### src/rtl/stack_access_unit_pkg.sv
// Shared definitions for the stack access unit: FSM encoding and memory geometry.
package stack_access_unit_pkg;

    localparam int ADDR_W_DEF = 12;
    localparam int HALF_W     = 16;

    typedef enum logic [1:0] {
        ST_IDLE     = 2'd0,
        ST_PUSH_HI  = 2'd1,
        ST_POP_HI   = 2'd2,
        ST_POP_DONE = 2'd3
    } state_t;

endpackage

### src/rtl/stack_access_unit_if.sv
// Request side (from the execute/memory buffer) and data memory port of the stack access unit.
interface stack_access_unit_if
    import stack_access_unit_pkg::*;
#(
    parameter int ADDR_W = ADDR_W_DEF
);
    logic              Enable;
    logic              PushSignal;
    logic              popSignal;
    logic [31:0]       SPfromBuffer;
    logic [31:0]       PushData;
    logic [HALF_W-1:0] MemReadData;
    logic [ADDR_W-1:0] MemAddr;
    logic [HALF_W-1:0] MemWriteData;
    logic              MemWrite;
    logic              MemRead;
    logic              Stall;
    logic [31:0]       PopData;
    logic              PopValid;
    logic              Error;

    modport slave (
        input  Enable, PushSignal, popSignal, SPfromBuffer, PushData, MemReadData,
        output MemAddr, MemWriteData, MemWrite, MemRead, Stall, PopData, PopValid, Error
    );

    modport master (
        output Enable, PushSignal, popSignal, SPfromBuffer, PushData, MemReadData,
        input  MemAddr, MemWriteData, MemWrite, MemRead, Stall, PopData, PopValid, Error
    );
endinterface

### src/rtl/stack_access_unit_register_32bit.sv
// Generic 32-bit load-enabled register with synchronous active-high clear.
module register_32bit (
    input  logic        clk,
    input  logic        reset,
    input  logic        load,
    input  logic [31:0] d,
    output logic [31:0] q
);
    always_ff @(posedge clk) begin
        if (reset) begin
            q <= '0;
        end else if (load) begin
            q <= d;
        end
    end
endmodule

### src/rtl/stack_access_unit.sv
// Splits 32-bit stack push/pop into two half-word accesses at A and A+1,
// stalling the pipeline while the access is in flight.
module stack_access_unit
    import stack_access_unit_pkg::*;
#(
    parameter int ADDR_W = ADDR_W_DEF
) (
    input logic               CLK,
    input logic               Reset,
    stack_access_unit_if.slave bus
);
    // state | meaning
    // IDLE     | waiting for a request; issues the low half-access on accept
    // PUSH_HI  | writing the high half at A+1
    // POP_HI   | reading A+1, capturing mem[A] into the low register
    // POP_DONE | presenting the assembled word with PopValid
    state_t state;

    logic [ADDR_W-1:0] addr_a;
    logic [ADDR_W-1:0] addr_next;
    logic              range_bad;
    logic              conflict;
    logic              req;
    logic              accept_push;
    logic              accept_pop;
    logic [31:0]       addr_q;
    logic [31:0]       data_q;
    logic [31:0]       data_d;
    logic              data_load;

    assign addr_a    = bus.SPfromBuffer[ADDR_W-1:0];
    assign addr_next = addr_a + {{(ADDR_W-1){1'b0}}, 1'b1};
    // The top address is rejected so that A+1 can never wrap back to 0.
    assign range_bad = (|bus.SPfromBuffer[31:ADDR_W]) || (&addr_a);
    assign conflict  = bus.PushSignal && bus.popSignal;
    assign req       = (state == ST_IDLE) && bus.Enable && (bus.PushSignal || bus.popSignal);
    assign accept_push = req && bus.PushSignal && !bus.popSignal && !range_bad;
    assign accept_pop  = req && bus.popSignal && !bus.PushSignal && !range_bad;

    // One register serves as push high half or popped low half; their lifetimes never overlap.
    assign data_load = accept_push || (state == ST_POP_HI);
    assign data_d    = accept_push ? {{(32-HALF_W){1'b0}}, bus.PushData[31:HALF_W]}
                                   : {{(32-HALF_W){1'b0}}, bus.MemReadData};

    register_32bit u_addr_reg (
        .clk   (CLK),
        .reset (Reset),
        .load  (accept_push || accept_pop),
        .d     ({{(32-ADDR_W){1'b0}}, addr_next}),
        .q     (addr_q)
    );

    register_32bit u_data_reg (
        .clk   (CLK),
        .reset (Reset),
        .load  (data_load),
        .d     (data_d),
        .q     (data_q)
    );

    logic unused_bits;
    assign unused_bits = &{1'b0, addr_q[31:ADDR_W], data_q[31:HALF_W]};

    always_ff @(posedge CLK) begin
        if (Reset) begin
            state <= ST_IDLE;
        end else begin
            case (state)
                ST_IDLE: begin
                    if (accept_push) begin
                        state <= ST_PUSH_HI;
                    end else if (accept_pop) begin
                        state <= ST_POP_HI;
                    end
                end
                ST_PUSH_HI:  state <= ST_IDLE;
                ST_POP_HI:   state <= ST_POP_DONE;
                ST_POP_DONE: state <= ST_IDLE;
                default:     state <= ST_IDLE;
            endcase
        end
    end

    always_comb begin
        bus.MemAddr      = '0;
        bus.MemWriteData = '0;
        bus.MemWrite     = 1'b0;
        bus.MemRead      = 1'b0;
        bus.Stall        = 1'b0;
        bus.PopData      = '0;
        bus.PopValid     = 1'b0;
        bus.Error        = 1'b0;
        case (state)
            ST_IDLE: begin
                bus.Error = req && (conflict || range_bad);
                if (accept_push) begin
                    bus.MemWrite     = 1'b1;
                    bus.MemAddr      = addr_a;
                    bus.MemWriteData = bus.PushData[HALF_W-1:0];
                    bus.Stall        = 1'b1;
                end else if (accept_pop) begin
                    bus.MemRead = 1'b1;
                    bus.MemAddr = addr_a;
                    bus.Stall   = 1'b1;
                end
            end
            ST_PUSH_HI: begin
                bus.MemWrite     = 1'b1;
                bus.MemAddr      = addr_q[ADDR_W-1:0];
                bus.MemWriteData = data_q[HALF_W-1:0];
            end
            ST_POP_HI: begin
                bus.MemRead = 1'b1;
                bus.MemAddr = addr_q[ADDR_W-1:0];
                bus.Stall   = 1'b1;
            end
            ST_POP_DONE: begin
                bus.PopValid = 1'b1;
                bus.PopData  = {bus.MemReadData, data_q[HALF_W-1:0]};
            end
            default: ;
        endcase
    end
endmodule

### src/flat_wrapper.sv
// flat-port wrapper written by rule: the top's interface ports become plain ports
module stack_access_unit_flat import stack_access_unit_pkg::*;
#(
    parameter int ADDR_W = ADDR_W_DEF
)
  (CLK, Reset, bus_Enable, bus_PushSignal, bus_popSignal, bus_SPfromBuffer, bus_PushData, bus_MemReadData, bus_MemAddr, bus_MemWriteData, bus_MemWrite, bus_MemRead, bus_Stall, bus_PopData, bus_PopValid, bus_Error);
  stack_access_unit_if #(.ADDR_W(ADDR_W)) bus_i ();
  input logic CLK;
  input logic Reset;
  input wire logic [$bits(bus_i.Enable)-1:0] bus_Enable;
  input wire logic [$bits(bus_i.PushSignal)-1:0] bus_PushSignal;
  input wire logic [$bits(bus_i.popSignal)-1:0] bus_popSignal;
  input wire logic [$bits(bus_i.SPfromBuffer)-1:0] bus_SPfromBuffer;
  input wire logic [$bits(bus_i.PushData)-1:0] bus_PushData;
  input wire logic [$bits(bus_i.MemReadData)-1:0] bus_MemReadData;
  output wire logic [$bits(bus_i.MemAddr)-1:0] bus_MemAddr;
  output wire logic [$bits(bus_i.MemWriteData)-1:0] bus_MemWriteData;
  output wire logic [$bits(bus_i.MemWrite)-1:0] bus_MemWrite;
  output wire logic [$bits(bus_i.MemRead)-1:0] bus_MemRead;
  output wire logic [$bits(bus_i.Stall)-1:0] bus_Stall;
  output wire logic [$bits(bus_i.PopData)-1:0] bus_PopData;
  output wire logic [$bits(bus_i.PopValid)-1:0] bus_PopValid;
  output wire logic [$bits(bus_i.Error)-1:0] bus_Error;
  assign bus_i.Enable = bus_Enable;
  assign bus_i.PushSignal = bus_PushSignal;
  assign bus_i.popSignal = bus_popSignal;
  assign bus_i.SPfromBuffer = bus_SPfromBuffer;
  assign bus_i.PushData = bus_PushData;
  assign bus_i.MemReadData = bus_MemReadData;
  assign bus_MemAddr = bus_i.MemAddr;
  assign bus_MemWriteData = bus_i.MemWriteData;
  assign bus_MemWrite = bus_i.MemWrite;
  assign bus_MemRead = bus_i.MemRead;
  assign bus_Stall = bus_i.Stall;
  assign bus_PopData = bus_i.PopData;
  assign bus_PopValid = bus_i.PopValid;
  assign bus_Error = bus_i.Error;
  stack_access_unit #(.ADDR_W(ADDR_W)) u_core (.CLK(CLK), .Reset(Reset), .bus(bus_i));
endmodule
### config.mk
export PLATFORM = sky130hd
export DESIGN_NAME = stack_access_unit_flat
export DESIGN_NICKNAME = d
export VERILOG_FILES = /design/src/rtl/stack_access_unit_pkg.sv /design/src/rtl/stack_access_unit_if.sv /design/src/rtl/stack_access_unit_register_32bit.sv /design/src/rtl/stack_access_unit.sv /design/src/flat_wrapper.sv
export SDC_FILE = /design/constraint.sdc
export NUM_CORES = 1
export LEC_CHECK = 0
export ABC_AREA = 1
export CORE_MARGIN = 10
export CORE_UTILIZATION = 46
export CTS_CLUSTER_DIAMETER = 120
export DETAILED_ROUTE_END_ITERATION = 10
export MAX_ROUTING_LAYER = met4
export PLACE_DENSITY = 0.86
export SYNTH_ARGS = -nofsm -noshare
export SYNTH_HDL_FRONTEND = slang
export SYNTH_HIERARCHICAL = 1
export SYNTH_SLANG_ARGS = --single-unit
export TNS_END_PERCENT = 100
### constraint.sdc
create_clock -name CLK -period 2.5 [get_ports CLK]
set_input_delay 0.625 -clock CLK [delete_from_list [all_inputs] [get_ports CLK]]
set_output_delay 0.625 -clock CLK [all_outputs]
set_load 0.005 [all_outputs]
* After elaboration in Yosys (flattened, before gate mapping)
Cells that the tools add are included.
Operators by class: add/subtract/negate cells 1, equal/unequal tests 4, multiplexer cells 19, reduce and logical (&&, ||, !) cells 23
Operators by type and width (count):
- $mux W16 | 2
- $mux W32 | 1
- $pmux W16 S2 | 1
- $mux W12 | 2
- $pmux W12 S2 | 1
- $reduce_or A20 Y1 | 1
- $add A12 B1 Y12 const B | 1
- $reduce_and A12 Y1 | 1
- $logic_and A1 B1 Y1 | 10
- $mux W1 | 6
- $pmux W1 S2 | 3
- $pmux W2 S3 | 1
- $logic_or A1 B1 Y1 | 5
- $eq A2 B2 Y1 const B | 2
- $mux W2 | 2
- $reduce_or A2 Y1 | 2
- $logic_not A1 Y1 | 3
- $ne A3 B1 Y1 const B | 1
- $eq A2 B1 Y1 const B | 1
- $logic_not A2 Y1 | 1
Storage, ports and cells: flip-flop bits (word level) 30, bits of input ports 85

* Logic depth before layout (Yosys ltp)
depth in word-level cells 9, depth in mapped cells 14, mapped depth without buffers 13

* By module
The synthesis kept the hierarchy.
By module, submodules not included:
- register_32bit | instances 2, cells each 203, area an instance 1338.8 µm²
- stack_access_unit | instances 1, cells each 294, area an instance 1412.6 µm²

* Worst setup path after synthesis
No wires, ideal clock.
path kind input port to output port, start point input bus_SPfromBuffer[0], end point output bus_MemAddr[0], arrival 1.692 ns, setup slack 0.183 ns, cell stages on the path 11, cells stage by stage ha_1 -> nand3_2 -> nor2_2 -> nand2_2 -> clkinv_2 -> nand2_4 -> o211ai_2 -> inv_2 -> buf_6 -> nand2_1 -> a21oi_1
On the way: word-level cells in the longest chain between the ends 7, elaborated cells between the ends (all ways) 8, those cells by class 3 x mux; 5 x reduce/logical
RTL lines:
- start, declared | RTL line flat_wrapper.sv:13 | input wire logic [$bits(bus_i.SPfromBuffer)-1:0] bus_SPfromBuffer;
- $reduce_and A12 Y1 | RTL line stack_access_unit.sv:34 | assign range_bad = (|bus.SPfromBuffer[31:ADDR_W]) || (&addr_a);
- $logic_or A1 B1 Y1 | RTL line stack_access_unit.sv:34
- $logic_not A1 Y1 | RTL line stack_access_unit.sv:37, stack_access_unit.sv:38
- $logic_and A1 B1 Y1 | RTL line stack_access_unit.sv:38 | assign accept_pop = req && bus.popSignal && !bus.PushSignal && !range_bad;
- $mux W12 | RTL line stack_access_unit.sv:101 | end else if (accept_pop) begin
- $mux W12 (*) | RTL line stack_access_unit.sv:96 | if (accept_push) begin
- $pmux W12 S2 (*) | RTL line stack_access_unit.sv:93 | case (state)
- end, declared | RTL line flat_wrapper.sv:16 | output wire logic [$bits(bus_i.MemAddr)-1:0] bus_MemAddr;
Mark *: on every way between the ends. The rest lies on a longest branch, timed or not.

* Worst setup path after layout
start point input bus_SPfromBuffer[0], end point output bus_MemAddr[7]
On the way: word-level cells in the longest chain between the ends 7, elaborated cells between the ends (all ways) 8, those cells by class 3 x mux; 5 x reduce/logical
RTL lines (RTL line):
- $reduce_and A12 Y1 (*) | stack_access_unit.sv:34
- $logic_or A1 B1 Y1 (*) | stack_access_unit.sv:34
- $logic_not A1 Y1 (*) | stack_access_unit.sv:37, stack_access_unit.sv:38
- $logic_and A1 B1 Y1 | stack_access_unit.sv:38
- $mux W12 | stack_access_unit.sv:101
- $mux W12 (*) | stack_access_unit.sv:96
- $pmux W12 S2 (*) | stack_access_unit.sv:93
Marked as above.

==> metrics.md <==
| Metric | Value |
|---|---|
| Initial antenna violation count | 0 |
| Slew Limit Fails | 0 |
| CP Launch Type | primary input |
| Ys Warns | 6 |
| Period utilization | 111% |
| Least-Margin Pin Slew | roughly 0.69 ns |
| CP required | ~1.9 ns |
| Min Tclk post-route | around 2.8 ns |
| Die X | 95.8 um |
| Post-route ant nets | 0 |
| Core Footprint | about 5500 um^2 |
| Reg clk slew, reported paths | about 0.070 ns |
| Clk sinks | 30 |
| # IOs | 150 |
| Violated checks | setup timing |
| Die area | 9190 um^2 |
| NumNets Final | 778 |
| Total length of routed wires | between 10 and 15 mm |
| Remaining Overflow, GRT | 0 |
| Fin Hold WS | around 0.48 ns |
| Share of cells above drive strength 1 | 28.6% |
| CP endpoint kind | output port |
| Pre-CTS WS | -0.906 ns |
| RePlAce Congestion | around 0.87 |
| Max Clock Skew | roughly 0.0042 ns |
| Initial Util | a little under half |
| Fmax | 361 MHz |
| Crit path arrival time | approximately 2.1 ns |
| Vias in the first global route | 3713 |
| Largest net degree at the start of global routing | 34 |
| DRT Pass-1 Iters | 7 |
| Worst hold path type | flip-flop to flip-flop |
| Skew-Pair Late Insertion Delay | slightly below 0.3 ns |
| DR vias | between 3000 and 4000 |
| Area grow syn2layout | 86.2% |
| CTS max path bufs | 2 |
| IO Port Bufs | approximately 150 |
| Pleak | roughly 2.7 nW |
| Root buffer cell | clkbuf_8 |
| Post-Syn Area | approximately 2600 um^2 |
| Vias per inst | between 5 and 6 |
| Routed len/inst | around 19 um |
| Worst-path fanout max | 4 |
| Remaining DRCs | 0 |
| Hold Vio Cnt, Final | 0 |
| Worst Setup Path Type | primary input to output port |
| Syn_nets | around 570 |
| Total power per unit cell area | ~240 nW/um^2 |
| CTS tree | done |
| Unrepaired setup endpoints after global routing | yes |
| Max IR drop VDD | about 220 uV |
| DRT iter0 DRCs | about 410 |
| Outcome | finished, violations left |
| All-Layer GR Usage | between 20% and 30% |
| Die Span Y | 95.8 um |
| Htree depth | 2 |
| Post-Syn Instances | between 400 and 500 |
| Final WS setup | -0.268 ns |
| Final HPWL DP | 7.65 mm |
| First-pass GRT wire length | 18.5 mm |
| Num CTS Buffers | 5 |
| Site Rows | 27 |
| Syn Area/Cell | between 5 and 6 um^2 |
| Total of max-cap violations | 0 |
| Max transition margin | between 50% and 60% |
| Final Setup Violations | 31 |
| # diodes | 0 |
cells in the final DEF (no fill, tap or decap), types with 2 or more instances in the layout:
master,n
inv_2,4
nor2_2,2
o21ai_2,9
buf_12,6
nand2_4,10
ha_1,3
clkdlybuf4s50_1,82
ha_4,2
buf_2,42
nand3_4,3
buf_8,2
nand4_1,2
buf_6,13
clkdlybuf4s15_1,11
dfxtp_1,28
inv_1,103
nor3b_4,2
o21ai_1,22
clkinvlp_4,2
xor2_1,9
nor2_1,65
nand3_1,5
buf_4,62
a21oi_2,9
nand2_2,5
dfxtp_2,2
nor3_2,2
nand2_1,144
nor2_4,3
dlygate4sd2_1,7
clkbuf_8,6
a21oi_1,5
power breakdown:
part	internal [mW]	switching, mW	total (mW)
logic	0.160	0.124	0.284
clock network	0.222	0.190	0.412
registers	0.478	0.000000256	0.478
sequential cells by signal, indices dropped and copies added (netlist names):
signal / count
u_core/u_data_reg/q: 16
u_core/u_addr_reg/q: 12
u_core/state: 2
layer usage:
metal	global-route usage (%)	up-vias	routed length, um
li1	-	1797	-
met1	27.5	1784	5390
met2	47.3	328	6820
met3	4.82	76	1270
met4	11.1	0	726
met5	-	-	0
worst paths after layout:
check                                           start                                   end  slack, ns  depth (start not counted)
setup / recovery                  bus_SPfromBuffer[0]                        bus_MemAddr[7]      -0.27                         13
hold reg to reg   u_core/u_addr_reg/q[0]$_SDFFE_PP0P_   u_core/u_addr_reg/q[0]$_SDFFE_PP0P_       0.48                          2
hold / removal    u_core/u_addr_reg/q[0]$_SDFFE_PP0P_   u_core/u_addr_reg/q[0]$_SDFFE_PP0P_       0.48                          2
setup reg to reg         u_core/state[0]$_SDFFE_PP0P_  u_core/u_data_reg/q[14]$_SDFFE_PP0P_       0.07                         14
worst max-delay path: stages:
cell and delay [ns]:
buf_8 0.08, ha_4 0.16, nand3_4 0.10, nor2_4 0.11, nand2_2 0.08, inv_4 0.07
nand2_4 0.06, o211ai_4 0.15, clkinvlp_4 0.23, buf_6 0.17, nand2_2 0.07, a21oi_2 0.05
buf_2 0.17
what timing repair did:
item	4_1_cts	5_1_grt
setup buffers	32	9
endpoints found under the hold margin	0	0
resized for setup	275	43
hold buffers	0	0
pin swaps	37	22
endpoints found under the setup margin	32	66
cloned	3	1
through the flow:
step,TNS (ns),power (mW),instance area (um^2),std cells,utilization [%]
after floorplan,0,0.560,2650,478,-
after global placement,-25.57,0.731,4370,712,79.0
after detailed placement,-28.23,0.736,4370,712,79.0
after CTS,-0.783,1.14,4760,755,85.9
after global routing,-6.30,1.21,4930,760,89.0
final,-3.90,1.17,4930,760,89.0
area by class of cell:
class,count,area (um^2)
fill,280,612
clock buffer,7,86.3
tap,72,90.1
clock inverter,1,5.00
timing repair inverter,2,15.0
multi-input combinational,311,1680
inverter,109,424
timing repair buffer,228,2020
sequential,30,603
Power figures use the tool's default switching activity.
